File: src/rtl/coax_pkg.sv
// Shared definitions for the coax receive path: word width, error codes from coax_rx
// and the coax_rx_buffer handshake state encoding.
package coax_pkg;

  localparam int unsigned DATA_W = 10;

  // One-hot error codes reported by coax_rx on rx_data while rx_error is high
  localparam logic [DATA_W-1:0] LOSS_OF_MID_BIT_TRANSITION = 10'h001;
  localparam logic [DATA_W-1:0] PARITY                     = 10'h002;
  localparam logic [DATA_W-1:0] INVALID_END_SEQUENCE       = 10'h004;
  localparam logic [DATA_W-1:0] OVERFLOW                   = 10'h008;

  typedef enum logic [2:0] {
    ST_WAIT        = 3'd0,
    ST_STROBE      = 3'd1,
    ST_RELEASE     = 3'd2,
    ST_ERR_CAPTURE = 3'd3,
    ST_RECOVER     = 3'd4
  } coax_state_e;

  // True when a code has exactly one bit set, i.e. looks like a valid coax_rx error code
  function automatic logic is_onehot_code(input logic [DATA_W-1:0] code);
    return (code != '0) && ((code & (code - DATA_W'(1))) == '0);
  endfunction

endpackage

File: src/rtl/coax_fifo.sv
// Generic synchronous first-word-fall-through FIFO. rd_data, empty, full and count are
// all registered; the head register is refreshed on every push/pop so no read mux escapes.
module coax_fifo #(
  parameter  int unsigned WIDTH = 10,
  parameter  int unsigned DEPTH = 16,
  localparam int unsigned AW    = $clog2(DEPTH),
  localparam int unsigned CW    = $clog2(DEPTH) + 1
) (
  input  logic             clk,
  input  logic             reset,
  input  logic             push,
  input  logic [WIDTH-1:0] wr_data,
  input  logic             pop,
  output logic [WIDTH-1:0] rd_data,
  output logic             empty,
  output logic             full,
  output logic [CW-1:0]    count
);

  logic [WIDTH-1:0] mem [DEPTH];
  logic [AW-1:0]    wr_ptr;
  logic [AW-1:0]    rd_ptr;
  logic [AW-1:0]    rd_ptr_inc;
  logic [CW-1:0]    count_next;
  logic [WIDTH-1:0] head_next;
  logic             do_push;
  logic             do_pop;

  assign do_push    = push && !full;
  assign do_pop     = pop && !empty;
  assign rd_ptr_inc = rd_ptr + AW'(1);

  always_comb begin
    count_next = count;
    if (do_push && !do_pop) begin
      count_next = count + CW'(1);
    end else if (!do_push && do_pop) begin
      count_next = count - CW'(1);
    end
  end

  // Next head: a write into an empty (or emptying) FIFO falls straight through
  always_comb begin
    head_next = rd_data;
    if ((count == CW'(0)) || (do_pop && (count == CW'(1)))) begin
      if (do_push) begin
        head_next = wr_data;
      end
    end else if (do_pop) begin
      head_next = mem[rd_ptr_inc];
    end
  end

  always_ff @(posedge clk) begin
    if (do_push) begin
      mem[wr_ptr] <= wr_data;
    end
  end

  always_ff @(posedge clk) begin
    if (reset) begin
      wr_ptr  <= '0;
      rd_ptr  <= '0;
      count   <= '0;
      empty   <= 1'b1;
      full    <= 1'b0;
      rd_data <= '0;
    end else begin
      if (do_push) begin
        wr_ptr <= wr_ptr + AW'(1);
      end
      if (do_pop) begin
        rd_ptr <= rd_ptr_inc;
      end
      count   <= count_next;
      empty   <= (count_next == CW'(0));
      full    <= (count_next == CW'(DEPTH));
      rd_data <= head_next;
    end
  end

endmodule

File: src/rtl/coax_rx_buffer.sv
// Acknowledges coax_rx words through its read-strobe handshake, queues them for the host and
// captures receiver errors. Optional statistics counters under COAX_RX_BUFFER_STATS_EN.
module coax_rx_buffer
  import coax_pkg::*;
#(
  parameter  int unsigned DEPTH = 16,
  localparam int unsigned CW    = $clog2(DEPTH) + 1
) (
  input  logic              clk,
  input  logic              reset,
  input  logic [DATA_W-1:0] rx_data,
  input  logic              rx_data_available,
  input  logic              rx_error,
  input  logic              rx_active,
  output logic              rx_read,
  output logic              rx_reset,
  input  logic              rd_en,
  output logic [DATA_W-1:0] rd_data,
  output logic              empty,
  output logic              full,
  output logic [CW-1:0]     count,
  output logic              error,
  output logic [DATA_W-1:0] error_code,
  input  logic              clear_error,
  output logic              busy
`ifdef COAX_RX_BUFFER_STATS_EN
  ,
  output logic [15:0]       word_total,
  output logic [7:0]        error_total
`endif
);

  coax_state_e state;
  logic        rst_pulse;
  logic        push_c;
  logic        capture_c;

  // A word is taken only from WAIT with space available and no error pending
  assign push_c    = (state == ST_WAIT) && !rx_error && rx_data_available && !full;
  assign capture_c = (state == ST_ERR_CAPTURE);
  assign rx_reset  = reset | rst_pulse;

  coax_fifo #(
    .WIDTH (DATA_W),
    .DEPTH (DEPTH)
  ) u_fifo (
    .clk     (clk),
    .reset   (reset),
    .push    (push_c),
    .wr_data (rx_data),
    .pop     (rd_en),
    .rd_data (rd_data),
    .empty   (empty),
    .full    (full),
    .count   (count)
  );

  always_ff @(posedge clk) begin
    if (reset) begin
      state      <= ST_WAIT;
      rx_read    <= 1'b0;
      rst_pulse  <= 1'b0;
      error      <= 1'b0;
      error_code <= '0;
      busy       <= 1'b0;
    end else begin
      busy      <= rx_active;
      rst_pulse <= 1'b0;
      if (clear_error) begin
        error      <= 1'b0;
        error_code <= '0;
      end
      case (state)
        ST_WAIT: begin
          if (rx_error) begin
            state <= ST_ERR_CAPTURE;
          end else if (rx_data_available && !full) begin
            rx_read <= 1'b1;
            state   <= ST_STROBE;
          end
        end
        ST_STROBE: begin
          rx_read <= 1'b0;
          state   <= rx_error ? ST_ERR_CAPTURE : ST_RELEASE;
        end
        ST_RELEASE: begin
          if (rx_error) begin
            state <= ST_ERR_CAPTURE;
          end else if (!rx_data_available) begin
            state <= ST_WAIT;
          end
        end
        // Capture overrides a simultaneous clear_error; the receiver is reset for one cycle
        ST_ERR_CAPTURE: begin
          error      <= 1'b1;
          error_code <= rx_data;
          rst_pulse  <= 1'b1;
          rx_read    <= 1'b0;
          state      <= ST_RECOVER;
        end
        ST_RECOVER: begin
          if (!rx_error && !rx_data_available) begin
            state <= ST_WAIT;
          end
        end
        default: begin
          rx_read <= 1'b0;
          state   <= ST_WAIT;
        end
      endcase
    end
  end

`ifdef COAX_RX_BUFFER_STATS_EN
  // Saturating traffic counters, cleared only by reset
  always_ff @(posedge clk) begin
    if (reset) begin
      word_total  <= '0;
      error_total <= '0;
    end else begin
      if (push_c && (word_total != '1)) begin
        word_total <= word_total + 16'd1;
      end
      if (capture_c && (error_total != '1)) begin
        error_total <= error_total + 8'd1;
      end
    end
  end
`else
  logic unused_capture;
  assign unused_capture = capture_c;
`endif

endmodule

File: config.mk
export PLATFORM = sky130hd
export DESIGN_NAME = coax_rx_buffer
export DESIGN_NICKNAME = d
export VERILOG_FILES = /design/src/rtl/coax_pkg.sv /design/src/rtl/coax_fifo.sv /design/src/rtl/coax_rx_buffer.sv
export SDC_FILE = /design/constraint.sdc
export NUM_CORES = 1
export LEC_CHECK = 0
export ABC_AREA = 1
export CAP_MARGIN = 20
export CELL_PAD_IN_SITES_DETAIL_PLACEMENT = 1
export CELL_PAD_IN_SITES_GLOBAL_PLACEMENT = 1
export CORE_ASPECT_RATIO = 0.75
export CORE_MARGIN = 2
export CORE_UTILIZATION = 25
export DETAILED_ROUTE_END_ITERATION = 10
export PLACE_DENSITY_LB_ADDON = 0.2
export SYNTH_ARGS = -nofsm -noshare
export SYNTH_HDL_FRONTEND = slang
export SYNTH_SLANG_ARGS = --single-unit
File: constraint.sdc
create_clock -name clk -period 1.9 [get_ports clk]
set_input_delay 0.38 -clock clk [delete_from_list [all_inputs] [get_ports clk]]
set_output_delay 0.38 -clock clk [all_outputs]
set_load 0.02 [all_outputs]
==> impl_metrics.json <==
{
  "synth_top_cell_by_area": "edfxtp_1",
  "switching_share_pct": 34.3,
  "clock-sinks": 202,
  "yosysMostFrequentCell": "nand2_1",
  "rsz0062_at_grt": "no",
  "yosysWarnings": 0,
  "worst_slew_pin_slew_ns": 0.455,
  "drt_iter0_drc": 423,
  "htree_levels": 1,
  "finalSetupTns_ns": 0,
  "die_w_um": 221,
  "drc": 0,
  "syn_area_um2": 8820,
  "slew_headroom_pct": 69.6,
  "hold_slack_ns": 0.371,
  "synthArstFlopShare_pct": 0,
  "setup_viol": 0,
  "grt_pass1_wl_mm": 42.6,
  "syn_inst": 908,
  "worstPathArrival_ns": 1.47,
  "grt_max_degree": 43,
  "timing.rr.end": "u_fifo.rd_data[3]$_SDFFE_PP0P_",
  "cts_setup_buffers": 0,
  "die_area_um2": 36800,
  "core-area_um2": 34700,
  "critPathTopFamily": "buffers and inverters",
  "switching_power_w": 0.00499,
  "max_stage_delay_ns": 0.61,
  "die_y_um": 167,
  "status": "complete, no violations",
  "grt_usage_pct": 15.4,
  "synth_top_flop_cell": "edfxtp_1",
  "synth_cell_types": 32,
  "routed_wl_mm": 29.2,
  "r2r_slack_ns": 0.09,
  "fin_skew_ns": 0.0103,
  "gp_congestion": 0.738,
  "ys_top_cells_by_area": "edfxtp_1, nand2_1, dfxtp_1",
  "drv_slew": 0,
  "yosysTopAreaCellShare_pct": 54.5,
  "hold_viol": 0,
  "grt_antenna_before_repair": 1,
  "ant_nets": 0,
  "cts_root_buf": "clkbuf_16",
  "p_int_w": 0.00954,
  "yosysSeqAreaShare_pct": 64.0,
  "finalCritPeriodShare_pct": 97.3,
  "fillers": 3954,
  "core.rowCount": 59,
  "r2r_start": "u_fifo.rd_ptr[0]$_SDFFE_PP0P_",
  "cts_buffers": 24,
  "dr.pass1.iters": 4,
  "cp-start-kind": "register",
  "overflow": 0,
  "worstPathMaxFanout": 2,
  "synth_seq_cells": 202,
  "drive_gt1_share_pct": 13.9,
  "synth_edf_count": 160,
  "pwr-share-seq_pct": 34.8,
  "wl_per_cell_um": 19.5,
  "clockBufferDepth": 3,
  "pwr-share-clk_pct": 32.1,
  "hold_path_class": "input port to register",
  "clkSlewWorstSetupHoldPaths_ns": 0.06,
  "reg2reg_depth": 9,
  "path_depth": 1,
  "synthTopCellsByCount": "nand2_1, edfxtp_1, nand3_1",
  "path_buf_inv": 1,
  "hold_buffers": 0,
  "io_buffers": 47,
  "dp_hpwl_mm": 19.8,
  "grt_pass1_vias": 6551,
  "worstSetupStartpoint": "u_fifo.rd_data[8]$_SDFFE_PP0P_",
  "initial_core_util_pct": 25.4,
  "power_density_nw_per_um2": 1270,
  "max_cap_viol_count": 0,
  "power_frac_comb_pct": 33.1,
  "endpoint": "rd_data[8]",
  "end_kind": "output port",
  "ir_worst_vdd_mv": 0.462,
  "finalCriticalPeriod_ns": 1.85,
  "io_pins": 48,
  "max_freq_mhz": 541,
  "vias": 6671,
  "routed_via_density": 4.45,
  "critPathSlowestCell": "clkdlybuf4s50_1",
  "area_delta_synth_final_pct": 29.3,
  "required_ns": 1.52,
  "fin_nets": 1047,
  "synth.avg_cell_area_um2": 9.72,
  "crit_type": "register to output port",
  "syn-num-nets": 933,
  "leakage_nw": 4.86,
  "clock_latency_ns": 0.53,
  "cts_tree": "done",
  "path_cells": "clkdlybuf4s50_1"
}
[power by group through the flow]
stage | Clock (W) | Sequential [W] | Combinational, W
2_1_floorplan | 0 | 0.00526 | 0.00230
4_1_cts | 0.00478 | 0.00505 | 0.00461
3_5_place_dp | 0 | 0.00515 | 0.00463
5_1_grt | 0.00495 | 0.00508 | 0.00526
6_report | 0.00466 | 0.00506 | 0.00481
3_3_place_gp | 0 | 0.00515 | 0.00460
[routing by layer]
| layer | track usage (%) | vias to the layer above | wire length [um] |
|---|---|---|---|
| li1 | - | 3218 | - |
| met4 | 3.41 | 0 | 560 |
| met3 | 2.35 | 36 | 1130 |
| met1 | 23.7 | 3300 | 15300 |
| met5 | 0 | - | 0 |
| met2 | 22.4 | 117 | 12200 |
[logic make-up (layout without fill, tap and decap cells)]
logic type | Yosys count | count (layout) | share of synthesized area (%)
simple gates | 491 | 491 | 23.7
flops | 202 | 202 | 64.0
buf+inv | 147 | 279 | 6.84
compound gates | 53 | 53 | 3.56
fa+ha+maj | 8 | 8 | 1.13
xor+xnor | 7 | 7 | 0.780
other cells | 0 | 1 | 0
[placed cells by master, fill, tap and decap left out, drive strengths merged]
| master | synthesis | routed |
|---|---|---|
| a22o | 1 | 1 |
| ha | 8 | 8 |
| dlygate4sd2 | 0 | 14 |
| diode | 0 | 1 |
| or2 | 1 | 1 |
| clkbuf | 11 | 31 |
| a21oi | 29 | 29 |
| buf | 32 | 81 |
| inv | 104 | 105 |
| nor2 | 55 | 55 |
| nand4 | 3 | 3 |
| clkinv | 0 | 12 |
| xor2 | 6 | 6 |
| edfxtp | 160 | 160 |
| dlymetal6s2s | 0 | 9 |
| a32o | 8 | 8 |
| dfxtp | 42 | 42 |
| nor3 | 3 | 3 |
| bufinv | 0 | 3 |
| nand3 | 126 | 126 |
| o21ai | 14 | 14 |
| a31oi | 1 | 1 |
| clkdlybuf4s50 | 0 | 24 |
| xnor2 | 1 | 1 |
| nand2 | 303 | 303 |
[worst reg2reg max path, delay by kind of cell, from the launching register on]
kind,cells,cell delay [ns]
flip-flops,1,0.38
buffers and inverters,2,0.53
AO/OA/AOI/OAI,1,0.06
AND/OR/NAND/NOR,6,0.70
[worst min-delay path by stage]
| stage | slack [ns] | endpoint | cells past startpoint | from |
|---|---|---|---|---|
| global placement | 0.46 | u_fifo.rd_data[0]$_SDFFE_PP0P_ | 2 | u_fifo.rd_data[0]$_SDFFE_PP0P_ |
| finish | 0.37 | busy$_SDFF_PP0_ | 3 | rx_active |
| CTS | 0.35 | busy$_SDFF_PP0_ | 3 | rx_active |
| floorplan | 0.48 | u_fifo.wr_ptr[2]$_SDFFE_PP0P_ | 2 | u_fifo.wr_ptr[2]$_SDFFE_PP0P_ |
| detailed placement | 0.46 | u_fifo.rd_data[0]$_SDFFE_PP0P_ | 2 | u_fifo.rd_data[0]$_SDFFE_PP0P_ |
| global route | 0.36 | busy$_SDFF_PP0_ | 3 | rx_active |
[area by class of cell]
| cell class | count | area (um^2) | share of cell area [%] |
|---|---|---|---|
| clock inverter | 16 | 149 | 1.30 |
| multi-input combinational | 559 | 2620 | 23.0 |
| sequential | 202 | 5650 | 49.5 |
| timing repair buffer | 131 | 1380 | 12.1 |
| inverter | 104 | 398 | 3.49 |
| tap | 457 | 572 | 5.01 |
| antenna | 1 | 2.50 | 0.0219 |
| clock buffer | 28 | 637 | 5.58 |
[through the flow]
stage / total power [W] / setup WS, ns / instances / util, % / area, um^2
after global routing: 0.0153 / 0.00252 / 1497 / 32.9 / 11400
after floorplan: 0.00756 / 0.0580 / 908 / - / 8820
after global placement: 0.00974 / -0.289 / 1450 / 30.2 / 10500
after detailed placement: 0.00977 / -0.280 / 1450 / 30.2 / 10500
after CTS: 0.0144 / 0.00306 / 1494 / 32.4 / 11200
final: 0.0145 / 0.0509 / 1498 / 32.9 / 11400
[sequential cells by signal, indices dropped and copies added, names as in the netlist]
signal and cells:
u_fifo.mem 160, busy 1, u_fifo.wr_ptr 4, error 1, rx_read 1, u_fifo.empty 1
u_fifo.rd_data 10, error_code 10, u_fifo.count 5, u_fifo.rd_ptr 4, u_fifo.full 1, rst_pulse 1
state 3
[what timing repair did]
| action | in CTS | in global routing |
|---|---|---|
| gates resized for setup | 14 | 25 |
| setup endpoints to repair | 14 | 18 |
| cloned | 0 | 3 |
Note: power is estimated with default switching activity, not from simulation.
==> edit, RTL diff (config.mk and constraints unchanged) <==
`DEPTH` is set to 16 in 2 places; all go to 8.
--- a/src/rtl/coax_fifo.sv
+++ b/src/rtl/coax_fifo.sv
@@ -4,3 +4,3 @@
   parameter  int unsigned WIDTH = 10,
-  parameter  int unsigned DEPTH = 16,
+  parameter  int unsigned DEPTH = 8,
   localparam int unsigned AW    = $clog2(DEPTH),
--- a/src/rtl/coax_rx_buffer.sv
+++ b/src/rtl/coax_rx_buffer.sv
@@ -5,3 +5,3 @@
 #(
-  parameter  int unsigned DEPTH = 16,
+  parameter  int unsigned DEPTH = 8,
   localparam int unsigned CW    = $clog2(DEPTH) + 1
Ports: changed (resized count); port bits go from 48 to 47. The function was not compared with the original's and may differ.
==> edit against the original RTL <==
  * Power decreased by 41%
  * Synthesized area decreased by 45%
  * Sequential cell count decreased by 83
  * Hold slack improved by 0.096 ns
  * Non-clock buffer count decreased by 48
  * Worst setup slack improved by 0.036 ns
  * Final area decreased by 44%
  * Routed wire length decreased by 54%
==> edit: results (changes against the original RTL) <==
[metrics] WL per Instance: 17.1 microns (-12%)
[metrics] number of cells in the design after placement: 743 (-49%)
[metrics] final estimated routing congestion in global placement: 0.710 (-3.9%)
[metrics] Inserted Clock Buffers: 17 (-29%)
[metrics] via density per instance: 4.59 (+3.1%)
[metrics] critical path peak fanout: 2 (unchanged)
[metrics] pin count of the biggest net entering global routing: 30 (-30%)
[metrics] number of nets produced by synthesis: 458 (-51%)
[metrics] Port Buffer Count: 46 (-2.1%)
[metrics] largest delay contributor family on the critical path: buffers and inverters
[metrics] placed wire-length estimate: 9490 microns (-52%)
[metrics] switching power: 2750 uW (-45%)
[metrics] slowest CP cell: clkdlybuf4s50_1
[metrics] share of post-route cells with drive strength above 1: 16.4% (+2.5 points)
[metrics] via count of the first global-routing pass: 3803 (-42%)
[metrics] maximum buffer depth of the clock tree: 2 (-1)
[metrics] Synth area leaders: edfxtp_1, dfxtp_1, o21ai_0
[metrics] Worst-Margin Slew: 0.791 ns (+0.336 ns)
[metrics] first-iteration detailed-routing DRC count: 178 (-58%)
[metrics] GR Util All Layers: 13.9% (-1.5 points)
[metrics] skew final: 0.0146 ns (+0.00429 ns)
[metrics] Regs by FF count: u_fifo.mem (80), error_code (10), u_fifo.rd_data (10)
[metrics] library cell used as clock root buffer: clkbuf_16
[metrics] number of enable flip-flop cells after synthesis: 80 (-50%)
[metrics] clock-pin slew on the worst setup and hold paths: 0.06 ns (about the same)
[metrics] first-pass GRT wire length: 21500 microns (-50%)
[metrics] sequential-to-total area share from yosys stat: 66.1% (+2.1 points)
[metrics] Cells after Synth: 436 (-52%)
[metrics] CP Data Arrival Time: 1.43 ns (-0.04 ns)
[metrics] worst vdd ir: 492 uV (+6.6%)
[metrics] async set-reset flop share out of synthesis: 0% (unchanged)
[metrics] worst min-delay path class: flip-flop to flip-flop
[metrics] initial antenna violation count: 0 (-1)
[metrics] number of library cell types mapped by synthesis: 31 (-3.1%)
[metrics] worst skew pair latency: 0.42 ns (-0.11 ns)
[metrics] largest incremental delay on the critical path: 0.63 ns (+0.02 ns)
[metrics] synth warn: 0 (unchanged)
[metrics] status: complete, no violations
[metrics] total via count after detailed routing: 3567 (-47%)
[metrics] antenna fix cells: 0 (-1)
[metrics] H-tree depth: 4 (+3)
[metrics] leading cell types by count after synthesis: edfxtp_1, nor2_1, o21ai_0, dfxtp_1, nand2_1
[metrics] Leakage Power: 0.00229 uW (-53%)
[metrics] first drt pass iteration count: 4 (unchanged)
[metrics] Final Net Count: 539 (-49%)
[edit: cell count changes in the layout (fill, tap and decap cells not counted), sizes merged, moves of 14 or more]
cell	delta
o211ai	+20
nor2	+20
nand2	-269
edfxtp	-80
inv	-81
nand3	-117
o21ai	+65
buf	-44
clkbuf	-14
clkdlybuf4s50	+17
[edit: worst paths after layout]
kind / end / from / slack, ns / cells past startpoint
setup / recovery: full / u_fifo.full$_SDFF_PP0_ / 0.09 / 1
setup reg to reg: u_fifo.rd_data[7]$_SDFFE_PP0P_ / u_fifo.rd_ptr[1]$_SDFFE_PP0P_ / 0.15 / 6
hold reg to reg: error$_SDFFE_PP0P_ / error$_SDFFE_PP0P_ / 0.47 / 2
hold / removal: error$_SDFFE_PP0P_ / error$_SDFFE_PP0P_ / 0.47 / 2
[edit: through the flow]
stage / hold WS (ns) / setup WS [ns] / TNS [ns] / area (sq um)
6_report: 0.467 / 0.0867 / 0 / 6380
4_1_cts: 0.474 / 0.0251 / 0 / 6350
5_1_grt: 0.511 / 0.0227 / 0 / 6380
2_1_floorplan: 0.463 / -0.107 / -7.64 / 4820
3_5_place_dp: 0.466 / -0.172 / -12.93 / 5760
3_3_place_gp: 0.454 / -0.134 / -9.11 / 5760
[edit: power groups by stage]
stage | Combinational, uW | Sequential [uW] | Clock, uW
after floorplan | 1130 | 3260 | 0
after CTS | 2250 | 3070 | 3290
final | 2240 | 3070 | 3220
after detailed placement | 2240 | 3130 | 0
after global routing | 2530 | 3100 | 3400
after global placement | 2200 | 3120 | 0
[edit: what timing repair did]
action / CTS / global route
pin swaps: 0 / 0
setup buffers: 0 / 2
resized for setup: 3 / 5
setup endpoints to repair: 3 / 10
[edit: logic make-up (layout without fill, tap and decap cells)]
kind of cell | count (synthesis) | after routing | share of synthesized area, %
AND/OR/NAND/NOR | 132 | 132 | 12.4
AO/OA/AOI/OAI | 135 | 135 | 16.1
flip-flops | 119 | 119 | 66.1
XOR/XNOR | 3 | 3 | 0.546
adder cells (fa/ha/maj) | 5 | 5 | 1.30
buffers and inverters | 42 | 136 | 3.59
[edit: per-layer routing]
layer  track usage (%)  vias to the layer above  wire length [microns]  part of all wire [%]
met3              3.10                        6                    523                   3.9
met2              21.2                       57                   6030                    45
met4              3.87                        0                     68                  0.51
li1                  -                     1738                      -                     -
met1              19.7                     1766                   6680                    50
met5                 0                        -                      0                     0
[edit: layout make-up]
class | count | area (sq um)
tap | 247 | 309
multi-input combinational | 275 | 1470
sequential | 119 | 3180
timing repair buffer | 83 | 739
clock buffer | 17 | 425
clock inverter | 15 | 168
inverter | 21 | 85.1
fill | 2062 | 12300
